`config.mk`:
```
export PLATFORM = sky130hd
export DESIGN_NAME = memory_stage_flat
export DESIGN_NICKNAME = d
export VERILOG_FILES = /design/src/rtl/memory_stage_if.sv /design/src/rtl/memory_stage.sv /design/src/flat_wrapper.sv
export SDC_FILE = /design/constraint.sdc
export NUM_CORES = 1
export LEC_CHECK = 0
export ABC_AREA = 1
export BUFFER_PORTS_ARGS = -buffer_cell sky130_fd_sc_hd__buf_2
export CORE_ASPECT_RATIO = 2
export CORE_MARGIN = 4
export CORE_UTILIZATION = 50
export DETAILED_ROUTE_END_ITERATION = 8
export GPL_TIMING_DRIVEN = 0
export PLACE_DENSITY = 0.81
export SLEW_MARGIN = 20
export SYNTH_ARGS = -nofsm -noshare
export SYNTH_HDL_FRONTEND = slang
export SYNTH_SLANG_ARGS = --single-unit
```
`constraint.sdc`:
```
create_clock -name clk -period 2.2 [get_ports clk]
set_clock_uncertainty 0.05 [all_clocks]
set_input_delay 0.11 -clock clk [delete_from_list [all_inputs] [get_ports clk]]
set_output_delay 0.11 -clock clk [all_outputs]
set_load 0.1 [all_outputs]
```
`src/rtl/memory_stage_if.sv`:
```
// Data-memory bus between the memory stage (master) and the data memory (slave).
interface memory_stage_if;
    logic        mem_req;
    logic        mem_we;
    logic [31:0] mem_addr;
    logic [31:0] mem_wdata;
    logic        mem_ack;
    logic [31:0] mem_rdata;

    modport master (
        output mem_req, mem_we, mem_addr, mem_wdata,
        input  mem_ack, mem_rdata
    );

    modport slave (
        input  mem_req, mem_we, mem_addr, mem_wdata,
        output mem_ack, mem_rdata
    );
endinterface

```
`src/rtl/memory_stage.sv`:
```
// Pipeline memory stage: passes ALU results through, runs load/store handshakes with a
// bounded wait, and reports misaligned/illegal accesses and timeouts as sticky errors.
module memory_stage #(
    parameter int unsigned TIMEOUT = 15
) (
    input  logic                 clk,
    input  logic                 reset_n,
    input  logic                 in_valid,
    input  logic [31:0]          in_ALU,
    input  logic [31:0]          in_dato_registro,
    input  logic [4:0]           in_reg_dest,
    input  logic                 MEM_READ,
    input  logic                 MEM_WRITE,
    input  logic                 REG_WRITE,
    input  logic                 clr_err,
    memory_stage_if.master       mem,
    output logic                 wb_valid,
    output logic                 wb_reg_write,
    output logic [31:0]          wb_data,
    output logic [4:0]           wb_reg,
    output logic                 stall,
    output logic                 err_access,
    output logic                 err_timeout
);

    localparam logic [0:0] StIdle   = 1'b0;
    localparam logic [0:0] StAccess = 1'b1;
    localparam logic [7:0] LastCnt  = 8'(TIMEOUT - 1);

    logic [0:0]  state_q, state_d;
    logic [7:0]  cnt_q, cnt_d;
    logic [31:0] addr_q, addr_d;
    logic [31:0] wdata_q, wdata_d;
    logic [4:0]  dest_q, dest_d;
    logic        we_q, we_d;
    logic        regw_q, regw_d;
    logic        wb_valid_q, wb_valid_d;
    logic        wb_rw_q, wb_rw_d;
    logic [31:0] wb_data_q, wb_data_d;
    logic [4:0]  wb_reg_q, wb_reg_d;
    logic        err_acc_q, err_acc_d;
    logic        err_to_q, err_to_d;
    logic        acc_evt, to_evt;

    always_comb begin
        state_d    = state_q;
        cnt_d      = cnt_q;
        addr_d     = addr_q;
        wdata_d    = wdata_q;
        dest_d     = dest_q;
        we_d       = we_q;
        regw_d     = regw_q;
        wb_valid_d = 1'b0;
        wb_rw_d    = wb_rw_q;
        wb_data_d  = wb_data_q;
        wb_reg_d   = wb_reg_q;
        acc_evt    = 1'b0;
        to_evt     = 1'b0;

        if (state_q == StIdle) begin
            if (in_valid) begin
                if (!MEM_READ && !MEM_WRITE) begin
                    wb_valid_d = 1'b1;
                    wb_rw_d    = REG_WRITE;
                    wb_data_d  = in_ALU;
                    wb_reg_d   = in_reg_dest;
                end else if ((in_ALU[1:0] != 2'b00) || (MEM_READ && MEM_WRITE)) begin
                    wb_valid_d = 1'b1;
                    wb_rw_d    = 1'b0;
                    wb_data_d  = in_ALU;
                    wb_reg_d   = in_reg_dest;
                    acc_evt    = 1'b1;
                end else begin
                    addr_d  = in_ALU;
                    wdata_d = in_dato_registro;
                    dest_d  = in_reg_dest;
                    we_d    = MEM_WRITE;
                    regw_d  = REG_WRITE;
                    cnt_d   = 8'd0;
                    state_d = StAccess;
                end
            end
        end else begin
            // An ack on the last allowed cycle wins over the timeout.
            if (mem.mem_ack) begin
                state_d    = StIdle;
                wb_valid_d = 1'b1;
                wb_reg_d   = dest_q;
                wb_rw_d    = we_q ? 1'b0 : regw_q;
                wb_data_d  = we_q ? addr_q : mem.mem_rdata;
            end else if (cnt_q == LastCnt) begin
                state_d    = StIdle;
                wb_valid_d = 1'b1;
                wb_rw_d    = 1'b0;
                wb_data_d  = addr_q;
                wb_reg_d   = dest_q;
                to_evt     = 1'b1;
            end else begin
                cnt_d = cnt_q + 8'd1;
            end
        end

        err_acc_d = clr_err ? 1'b0 : err_acc_q;
        err_to_d  = clr_err ? 1'b0 : err_to_q;
        if (acc_evt) err_acc_d = 1'b1;
        if (to_evt)  err_to_d  = 1'b1;
    end

    always_ff @(posedge clk or negedge reset_n) begin
        if (!reset_n) begin
            state_q    <= StIdle;
            cnt_q      <= 8'd0;
            addr_q     <= 32'd0;
            wdata_q    <= 32'd0;
            dest_q     <= 5'd0;
            we_q       <= 1'b0;
            regw_q     <= 1'b0;
            wb_valid_q <= 1'b0;
            wb_rw_q    <= 1'b0;
            wb_data_q  <= 32'd0;
            wb_reg_q   <= 5'd0;
            err_acc_q  <= 1'b0;
            err_to_q   <= 1'b0;
        end else begin
            state_q    <= state_d;
            cnt_q      <= cnt_d;
            addr_q     <= addr_d;
            wdata_q    <= wdata_d;
            dest_q     <= dest_d;
            we_q       <= we_d;
            regw_q     <= regw_d;
            wb_valid_q <= wb_valid_d;
            wb_rw_q    <= wb_rw_d;
            wb_data_q  <= wb_data_d;
            wb_reg_q   <= wb_reg_d;
            err_acc_q  <= err_acc_d;
            err_to_q   <= err_to_d;
        end
    end

    // Request decodes straight from state so reset drops it without a clock edge.
    assign mem.mem_req   = (state_q == StAccess);
    assign mem.mem_we    = (state_q == StAccess) && we_q;
    assign mem.mem_addr  = addr_q;
    assign mem.mem_wdata = wdata_q;

    assign stall        = (state_q != StIdle);
    assign wb_valid     = wb_valid_q;
    assign wb_reg_write = wb_rw_q;
    assign wb_data      = wb_data_q;
    assign wb_reg       = wb_reg_q;
    assign err_access   = err_acc_q;
    assign err_timeout  = err_to_q;

endmodule

```
`src/flat_wrapper.sv`:
```
// flat-port wrapper written by rule: the top's interface ports become plain ports
module memory_stage_flat 
#(
    parameter int unsigned TIMEOUT = 15
)
  (clk, reset_n, in_valid, in_ALU, in_dato_registro, in_reg_dest, MEM_READ, MEM_WRITE, REG_WRITE, clr_err, wb_valid, wb_reg_write, wb_data, wb_reg, stall, err_access, err_timeout, mem_mem_req, mem_mem_we, mem_mem_addr, mem_mem_wdata, mem_mem_ack, mem_mem_rdata);
  memory_stage_if mem_i ();
  input  logic clk;
  input  logic reset_n;
  input  logic in_valid;
  input  logic [31:0] in_ALU;
  input  logic [31:0] in_dato_registro;
  input  logic [4:0] in_reg_dest;
  input  logic MEM_READ;
  input  logic MEM_WRITE;
  input  logic REG_WRITE;
  input  logic clr_err;
  output logic wb_valid;
  output logic wb_reg_write;
  output logic [31:0] wb_data;
  output logic [4:0] wb_reg;
  output logic stall;
  output logic err_access;
  output logic err_timeout;
  output wire logic [$bits(mem_i.mem_req)-1:0] mem_mem_req;
  output wire logic [$bits(mem_i.mem_we)-1:0] mem_mem_we;
  output wire logic [$bits(mem_i.mem_addr)-1:0] mem_mem_addr;
  output wire logic [$bits(mem_i.mem_wdata)-1:0] mem_mem_wdata;
  input wire logic [$bits(mem_i.mem_ack)-1:0] mem_mem_ack;
  input wire logic [$bits(mem_i.mem_rdata)-1:0] mem_mem_rdata;
  assign mem_mem_req = mem_i.mem_req;
  assign mem_mem_we = mem_i.mem_we;
  assign mem_mem_addr = mem_i.mem_addr;
  assign mem_mem_wdata = mem_i.mem_wdata;
  assign mem_i.mem_ack = mem_mem_ack;
  assign mem_i.mem_rdata = mem_mem_rdata;
  memory_stage #(.TIMEOUT(TIMEOUT)) u_core (.clk(clk), .reset_n(reset_n), .in_valid(in_valid), .in_ALU(in_ALU), .in_dato_registro(in_dato_registro), .in_reg_dest(in_reg_dest), .MEM_READ(MEM_READ), .MEM_WRITE(MEM_WRITE), .REG_WRITE(REG_WRITE), .clr_err(clr_err), .mem(mem_i), .wb_valid(wb_valid), .wb_reg_write(wb_reg_write), .wb_data(wb_data), .wb_reg(wb_reg), .stall(stall), .err_access(err_access), .err_timeout(err_timeout));
endmodule
```
== Word level (Yosys, flattened, before mapping) ==
Cells that the tools add are included.

* Bits in latches: 0
* Input bits: 109
* Memory bits (read-only): 0
* Register bits: 121
* Memories kept: 0
* Bits in writable memories: 0

* Mux-type cells: 46
* Reductions and logical operators: 14
* Div/mod/pow operators: 0
* Bitwise operators: 3
* $lt $le $gt $ge: 0
* Multipliers: 0
* Eq/ne operators: 6
* Add/sub/neg operators: 1
* Shift operators: 0

{| class="wikitable"
|+ Operators with widths
! operator !! number
|-
| $mux W32 || 7
|-
| $mux W8 || 6
|-
| $mux W5 || 6
|-
| $mux W1 || 27
|-
| $add A8 B1 Y8 const B || 1
|-
| $eq A8 B4 Y1 const B || 1
|-
| $reduce_bool A2 Y1 || 4
|-
| $reduce_and A5 Y1 || 1
|-
| $ne A2 B1 Y1 const B || 2
|-
| $ne A2 B2 Y1 const B || 2
|-
| $reduce_and A4 Y1 || 1
|-
| $logic_and A1 B1 Y1 || 3
|-
| $ne A3 B3 Y1 const B || 1
|-
| $not A1 Y1 || 3
|-
| $reduce_and A3 Y1 || 1
|-
| $reduce_bool A3 Y1 || 1
|-
| $logic_not A1 Y1 || 2
|-
| $logic_or A1 B1 Y1 || 1
|}

== Depth between registers and ports, before layout ==
Gate-level depths: netlist (run 1).

* Word-level depth: 7
* Gate-level depth with buffers: 9
* Depth with buffers taken out: 7

== Least setup slack after synthesis (run 1) ==
No wires, ideal clock.

* Kind: reg-to-output
* Start: register u_core.state_q (netlist: u_core.mem.mem_req)
* End: output port mem_mem_we
* Arrival: 2146 ps
* Data required time: 2040 ps
* Setup slack: -106 ps
* Path buffers: 2
* Cell stages (with the launch flop): 5
* Cells stage by stage: dfrtp_1 buf_2 buf_2 nand2_1 inv_1

* Longest elaborated chain between the ends: 1

{| class="wikitable"
|+ Ends and longest elaborated chain
! element !! line !! RTL
|-
| start: declaration || memory_stage.sv:30 || <nowiki>logic [0:0] state_q, state_d;</nowiki>
|-
| start signal: assignment || memory_stage.sv:111 || <nowiki>state_q <= StIdle;</nowiki>
|-
| start signal: assignment || memory_stage.sv:125 || <nowiki>state_q <= state_d;</nowiki>
|-
| $logic_and A1 B1 Y1 || memory_stage.sv:143 || <nowiki>assign mem.mem_we = (state_q == StAccess) && we_q;</nowiki>
|-
| end: declaration || flat_wrapper.sv:26 || <nowiki>output wire logic [$bits(mem_i.mem_we)-1:0] mem_mem_we;</nowiki>
|}

Every way passes these cells.

== Worst setup path after layout (run 1) ==
Same ends and word-level chain as after synthesis.

==> reports/results.md, run 1 <==
| Item | Reported | Unit |
|---|---|---|
| WL/cell | 15.6 | µm |
| Top cell types by occurrence after synthesis | 344 x sky130_fd_sc_hd__nand2_1, 121 x sky130_fd_sc_hd__dfrtp_1, 118 x sky130_fd_sc_hd__nand3_1, 81 x sky130_fd_sc_hd__inv_1, 39 x sky130_fd_sc_hd__o21ai_0 | - |
| Number of antenna violations at the first check in global routing | 0 | - |
| DRT iter0 DRCs | 363 | - |
| Most frequent cell on the critical path | sky130_fd_sc_hd__buf_2 | - |
| Peak fanout along the critical path | 10 | - |
| Path type of the worst min-delay path | in2reg | - |
| Number of distinct library cells after synthesis | 24 | - |
| Cell area after placement | 7130 | µm² |
| Yosys Warn Count | 0 | - |
| Delay of the slowest critical-path stage | 490 | ps |
| Crit Reg-Reg Startpoint | u_core.mem.mem_req$_DFF_PN0_ | - |
| Result of the run | completed | - |
| Net count after synthesis | 894 | - |
| Register share of total power | 0.294 | - |
| Wire length after detailed routing | 19.4 | mm |
| Share of synthesized registers carrying an async set or reset | 1.00 | - |
| Post-DRT Antenna Nets | 0 | - |
| Final #Nets | 1201 | - |
| GPL Wtd Cong | 0.861 | - |
| Die area | 13600 | µm² |
| Data required time at the worst endpoint | 2040 | ps |
| Sequential area share after synthesis | 0.518 | - |
| DR vias/cell | 5.12 | - |
| NetSw | 0.00501 | W |
| Sw Ratio | 0.509 | - |
| Worst-case hold path end point | u_core.wb_data[0]$_DFFE_PN0P_ | - |
| Final setup vio count | 0 | - |
| Setup slack after layout | 89.3 | ps |
| Die Span X | 84.5 | µm |
| Final-layout fill cell count | 871 | - |
| Clock sink count | 121 | - |
| Time the worst path needs with I/O delays and setup | 2110 | ps |
| Row count | 55 | - |
| Startpoint class of the critical path | flip-flop | - |
| Total clock buffers created by CTS | 17 | - |
| Top FF cell, synth | sky130_fd_sc_hd__dfrtp_1 | - |
| Maximum clock rate | 474 | MHz |
| Min-delay src | in_ALU[0] | - |
| Worst relative slew slack | 0.616 | - |
| Leakage power of the design | 4.80 | nW |
| Area growth, synth to finish | 43.0 | % |
| Clock tree from TritonCTS | done | - |
| Wire length of the first global-routing pass | 30.9 | mm |
| Global route overflow | 0 | - |
| Clock insertion delay at the later pin of the skew report | 400 | ps |
| Cell internal power dissipation | 0.00484 | W |
| Peak ir drop on the vdd network | 0.928 | mV |
| Post-CTS setup buffer count | 0 | - |
| Clk root buf | sky130_fd_sc_hd__clkbuf_16 | - |
| Mapped Avg Cell Area | 7.46 | µm² |
| Most frequent cell after synthesis | sky130_fd_sc_hd__nand2_1 | - |
| Core Box Area | 11400 | µm² |
| Count of flip-flops with a built-in enable after synthesis | 0 | - |
| Setup WS pre-CTS | 235 | ps |
| Min-Delay Path Depth | 5 | - |
| Overall fraction of global-route tracks in use | 0.286 | - |
| Worst-case register-to-register setup slack | 230 | ps |
| Cell area after layout | 8360 | µm² |
| Pwr per Cell Area | 1180 | nW/µm² |
| Master of the slowest instance on the critical path | sky130_fd_sc_hd__dfrtp_2 | - |
| Deepest level of the CTS H-tree | 4 | - |
| RSZ-0062 raised after global routing | false | - |
| Share of post-route cells with drive strength above 1 | 0.254 | - |
| Hold Fails Final Rpt | 0 | - |
| Clk slew on worst S/H paths | 50 | ps |
| Cell types occupying the most area after synthesis | sky130_fd_sc_hd__dfrtp_1 52%, sky130_fd_sc_hd__nand2_1 22%, sky130_fd_sc_hd__nand3_1 10% | - |
| Vias after detailed routing | 6354 | - |
| Antenna diode count | 0 | - |
| Effective utilization at floorplan | 0.515 | - |
| Worst EP arrival | 1950 | ps |
| Reg-to-reg endpoint | u_core.we_q$_DFFE_PN0P_ | - |
| WS Path Type | reg2out | - |
| Maximum clock path buffer count | 2 | - |
| Number of standard cells after synthesis | 783 | - |
| Combinational fraction of design power | 0.464 | - |
| Ordered list of cells on the worst path | buf_2, buf_2, nand2_1, inv_1, clkbuf_4 | - |
| Pin count of the biggest net entering global routing | 74 | - |
| Power consumption | 0.00985 | W |
| Slew of the pin with the lowest slew margin | 576 | ps |
| Final hold slack | 47.8 | ps |
| Post-route clock period utilization | 0.959 | - |
| Die span in y | 161 | µm |
| Crit. End Element | output port | - |
| Number of flip-flops and latches in the synthesized netlist | 121 | - |
| Via count of the first global-routing pass | 6470 | - |
| Number of cells on the worst reg-to-reg path | 7 | - |
| Max-slew violations | 0 | - |
| Mapped Area | 5840 | µm² |
| Yosys top cell by area | sky130_fd_sc_hd__dfrtp_1 | - |
| Clock Power Share | 0.242 | - |
| Placed wire-length estimate after detailed placement | 13.2 | mm |
| Max-Cap Viols | 0 | - |
| Ports placed on the boundary | 217 | - |
| Detailed-route DRC error count | 0 | - |
| Area share of the leading cell type in the synthesized netlist | 0.518 | - |
| Number of detailed-routing iterations run before antenna repair | 5 | - |
| Port-buffer cells | 215 | - |
-- routing by layer --
layer	wire length, µm	track usage	share of wire
met1	6960	0.308	0.36
met2	10100	0.503	0.52
met3	1340	0.0549	0.069
met4	1010	0.184	0.052
met5	0	0	0
-- repair_timing --
action                     in CTS  in global routing
setup endpoints to repair       0                  1
hold endpoints to repair      128                  0
hold buffers                   72                  0
resized for setup               0                  1
-- cell usage in the layout, fill, tap and decap left out, types with 2 or more instances in the layout --
cell / count
sky130_fd_sc_hd__clkbuf_16: 17
sky130_fd_sc_hd__buf_2: 226
sky130_fd_sc_hd__ha_1: 2
sky130_fd_sc_hd__nor2_1: 13
sky130_fd_sc_hd__dfrtp_1: 120
sky130_fd_sc_hd__buf_6: 3
sky130_fd_sc_hd__clkinv_2: 5
sky130_fd_sc_hd__nand3_1: 118
sky130_fd_sc_hd__clkbuf_1: 20
sky130_fd_sc_hd__o21ai_0: 39
sky130_fd_sc_hd__buf_1: 2
sky130_fd_sc_hd__nand2_1: 344
sky130_fd_sc_hd__inv_2: 2
sky130_fd_sc_hd__clkinvlp_4: 4
sky130_fd_sc_hd__dlygate4sd3_1: 72
sky130_fd_sc_hd__o21ai_1: 5
sky130_fd_sc_hd__buf_4: 12
sky130_fd_sc_hd__nor2_2: 2
sky130_fd_sc_hd__inv_1: 81
-- critical path, delay by kind of cell, from the launching register on --
kind,cells,cell delay (ps)
buffers and inverters,4,960
flip-flops,1,490
AND/OR/NAND/NOR,1,90
-- area by class of cell --
class | instances | area (µm²) | share of cell area
plain buffers | 47 | 253 | 0.0302
clock buffers | 20 | 447 | 0.0534
clock inverters | 9 | 55.1 | 0.00659
inverters | 84 | 315 | 0.0377
multi-input cells | 531 | 2250 | 0.269
flip-flops and latches | 121 | 3030 | 0.362
well taps | 142 | 178 | 0.0213
repair buffers | 288 | 1830 | 0.219
-- per-stage QoR --
stage,setup TNS [ps],std cells,utilization
after CTS,0,1242,0.736
after global placement,-70480,1140,0.625
after floorplan,0,783,-
after detailed placement,0,1141,0.628
final,0,1242,0.736
after global routing,0,1242,0.736
-- cells by family after synthesis --
| group | synth area share |
|---|---|
| XOR/XNOR | 0.00150 |
| AND/OR/NAND/NOR | 0.335 |
| AO/OA/AOI/OAI | 0.0443 |
| adder cells (fa/ha/maj) | 0.00428 |
| buffers and inverters | 0.0972 |
| flip-flops | 0.518 |
-- power by group through the flow --
stage	registers (W)	clock network (W)	logic [W]
after floorplan	0.00574	0	0.000744
after global placement	0.00290	0	0.00440
after detailed placement	0.00291	0	0.00444
after CTS	0.00288	0.00241	0.00455
after global routing	0.00294	0.00253	0.00476
final	0.00289	0.00239	0.00457
-- worst max-delay path by stage --
stage                                         endpoint                          from  cells past startpoint
final                                       mem_mem_we  u_core.mem.mem_req$_DFF_PN0_                      5
after global routing                        mem_mem_we  u_core.mem.mem_req$_DFF_PN0_                      5
after CTS                                   mem_mem_we  u_core.mem.mem_req$_DFF_PN0_                      5
after detailed placement  u_core.dest_q[2]$_DFFE_PN0P_  u_core.mem.mem_req$_DFF_PN0_                      7
after global placement    u_core.mem.mem_req$_DFF_PN0_                       reset_n                      1
after floorplan                             mem_mem_we  u_core.mem.mem_req$_DFF_PN0_                      4
Power figures use the tool's default switching activity.
==> run 2, diff against run 1 <==
==> constraint.sdc (replaced) <==
create_clock -name clk -period 2.2 [get_ports clk]
set_clock_uncertainty 0.05 [all_clocks]
set_input_delay 0.33 -clock clk [delete_from_list [all_inputs] [get_ports clk]]
set_output_delay 0.33 -clock clk [all_outputs]
set_load 0.1 [all_outputs]
==> run 2 against run 1 <==
Sequential share of layout area grew 3.4 points. Via count is 6.9% lower. Sequential cell count is the same.
==> reports/results.md, run 2 (synthesized netlist as in run 1, its figures left out) <==
| Item | Reported | Unit | Delta |
|---|---|---|---|
| Share of post-route cells with drive strength above 1 | 0.271 | - | +0.0178 |
| Master of the slowest instance on the critical path | sky130_fd_sc_hd__dfrtp_2 | - |  |
| Via count of the first global-routing pass | 5784 | - | -11% |
| Flip-flop and latch area | 3030 | µm² | unchanged |
| Final hold slack | 70.9 | ps | +23.1 ps |
| Clock insertion delay at the later pin of the skew report | 400 | ps | about the same |
| Clock Power Share | 0.246 | - | +0.004 |
| Worst relative slew slack | 0.624 | - | +0.00851 |
| Path type of the worst min-delay path | in2reg | - |  |
| Worst EP arrival | 1670 | ps | -280 ps |
| Clock sink count | 121 | - | unchanged |
| RSZ-0062 raised after global routing | false | - |  |
| Clock tree from TritonCTS | done | - |  |
| Most frequent standard cell in the layout excluding fill and tap cells | sky130_fd_sc_hd__nand2_1 | - |  |
| Maximum clock path buffer count | 2 | - | unchanged |
| NetSw | 0.00495 | W | -1.3% |
| Startpoint class of the critical path | flip-flop | - |  |
| Most frequent cell on the critical path | sky130_fd_sc_hd__buf_4 | - |  |
| Ordered list of cells on the worst path | buf_4, nand2_1, inv_1, buf_4 | - |  |
| Post-DRT Antenna Nets | 0 | - | unchanged |
| Final design utilization | 0.674 | - | -0.0625 |
| Post-route clock period utilization | 0.934 | - | -0.0253 |
| Data required time at the worst endpoint | 1820 | ps | -220 ps |
| Port-buffer cells | 215 | - | unchanged |
| Total clock buffers created by CTS | 17 | - | unchanged |
| Slew of the pin with the lowest slew margin | 563 | ps | -12.8 ps |
| DR vias/cell | 5.05 | - | -1.2% |
| DRT iter0 DRCs | 370 | - | +1.9% |
| Post-CTS setup buffer count | 0 | - | unchanged |
| Result of the run | completed | - |  |
| Wire length of the first global-routing pass | 28.0 | mm | -9.5% |
| Register share of total power | 0.297 | - | +0.003 |
| Time the worst path needs with I/O delays and setup | 2050 | ps | -55.7 ps |
| Max-Cap Viols | 0 | - | unchanged |
| Max-slew violations | 0 | - | unchanged |
| Leakage power of the design | 4.51 | nW | -6.2% |
| Final #Nets | 1129 | - | -6.0% |
| Clk root buf | sky130_fd_sc_hd__clkbuf_16 | - |  |
| WL/cell | 15.0 | µm | -3.9% |
| Final-layout fill cell count | 1001 | - | +15% |
| Number of antenna violations at the first check in global routing | 1 | - | +1 |
| Overall fraction of global-route tracks in use | 0.259 | - | -0.0268 |
| Pin count of the biggest net entering global routing | 74 | - | unchanged |
| Peak ir drop on the vdd network | 0.787 | mV | -15% |
| Global route overflow | 0 | - | unchanged |
| Pwr per Cell Area | 1270 | nW/µm² | +7.6% |
| Row count | 55 | - | unchanged |
| Commonest cells after routing, fill and taps aside | 344 x sky130_fd_sc_hd__nand2_1, 224 x sky130_fd_sc_hd__buf_2, 120 x sky130_fd_sc_hd__dfrtp_1 | - |  |
| Post-Route Setup TNS | 0 | ps | unchanged |
| Area growth, synth to finish | 30.9 | % |  |
| Detailed-route DRC error count | 0 | - | unchanged |
| Deepest level of the CTS H-tree | 4 | - | unchanged |
| Die Span X | 84.5 | µm | unchanged |
| Multi-input gate area in the final layout | 2250 | µm² | unchanged |
| Hold Fails Final Rpt | 0 | - | unchanged |
| Wire length after detailed routing | 17.6 | mm | -9.4% |
| Peak fanout along the critical path | 16 | - | +6 |
| Vias after detailed routing | 5916 | - | -6.9% |
| Final setup vio count | 0 | - | unchanged |
| Ports placed on the boundary | 217 | - | unchanged |
| Die area | 13600 | µm² | unchanged |
| Placed wire-length estimate after detailed placement | 13.2 | mm | unchanged |
| Number of detailed-routing iterations run before antenna repair | 5 | - | unchanged |
| Delay of the slowest critical-path stage | 590 | ps | +100 ps |
| GPL Wtd Cong | 0.861 | - | unchanged |
| Crit. End Element | output port | - |  |
| Effective utilization at floorplan | 0.515 | - | unchanged |
| Die span in y | 161 | µm | unchanged |
| Maximum clock rate | 487 | MHz | +2.7% |
| Core Box Area | 11400 | µm² | unchanged |
| WS Path Type | reg2out | - |  |
| Clk slew on worst S/H paths | 50 | ps | about the same |
| Setup WS pre-CTS | 219 | ps | -16.2 ps |
| Sw Ratio | 0.510 | - | +0.00117 |
| Setup slack after layout | 145 | ps | +55.7 ps |
| Cell internal power dissipation | 0.00475 | W | -1.7% |
| Combinational fraction of design power | 0.457 | - | -0.007 |
run 2: cell count changes in the layout (fill, tap and decap cells not counted), sizes merged:
| cell | before | now |
|---|---|---|
| clkbuf | 39 | 38 |
| diode | 0 | 1 |
| dlygate4sd3 | 72 | 1 |
run 2: timing repair:
action,4_1_cts,5_1_grt
gates resized for setup,2,2
hold buffers,1,0
gates cloned,0,0
endpoints found under the setup margin,1,3
hold endpoints to repair,48,0
run 2: path summary, 6_finish.rpt:
check	endpoint	slack, ps	from	cells after the start
hold reg to reg	u_core.wb_data[15]$_DFFE_PN0P_	410	u_core.wb_data[15]$_DFFE_PN0P_	2
max in group asynchronous	u_core.mem.mem_req$_DFF_PN0_	950	reset_n	3
hold / removal	u_core.mem.mem_wdata[18]$_DFFE_PN0P_	70	in_dato_registro[18]	3
min in group asynchronous	u_core.mem.mem_addr[24]$_DFFE_PN0P_	390	reset_n	2
setup / recovery	mem_mem_we	150	u_core.mem.mem_req$_DFF_PN0_	4
setup reg to reg	u_core.mem.mem_addr[16]$_DFFE_PN0P_	150	u_core.mem.mem_req$_DFF_PN0_	7
run 2: power by group through the flow:
stage               combinational, W  clock, W  sequential, W
floorplan                   0.000744         0        0.00574
global placement             0.00440         0        0.00290
detailed placement           0.00444         0        0.00291
CTS                          0.00445   0.00241        0.00288
global route                 0.00462   0.00253        0.00294
finish                       0.00443   0.00238        0.00288
run 2: layout make-up:
type | count | area share
buffer | 46 | 0.0329
multi-input combinational | 531 | 0.294
tap | 142 | 0.0232
sequential | 121 | 0.396
clock inverter | 9 | 0.00720
antenna | 1 | 0.000327
clock buffer | 20 | 0.0584
timing repair buffer | 217 | 0.147
inverter | 84 | 0.0412
run 2: metrics by stage:
stage | cells | instance area [µm²] | power (W)
after detailed placement | 1141 | 7130 | 0.00735
after global routing | 1171 | 7650 | 0.0101
after global placement | 1140 | 7100 | 0.00730
final | 1171 | 7650 | 0.00970
after floorplan | 783 | 5850 | 0.00648
after CTS | 1170 | 7640 | 0.00974
run 2: worst max-delay path: cells and delay by family, from the launching register on:
family        cells  cell delay, ps
simple gates      1              70
buf+inv           3             600
flops             1             590
run 2: per-layer routing:
layer	vias to the layer above	GRT usage	wire length (µm)
met5	-	0	0
met4	0	0.151	827
met3	57	0.0467	1120
met2	270	0.461	9120
met1	2702	0.284	6540
li1	2887	-	-
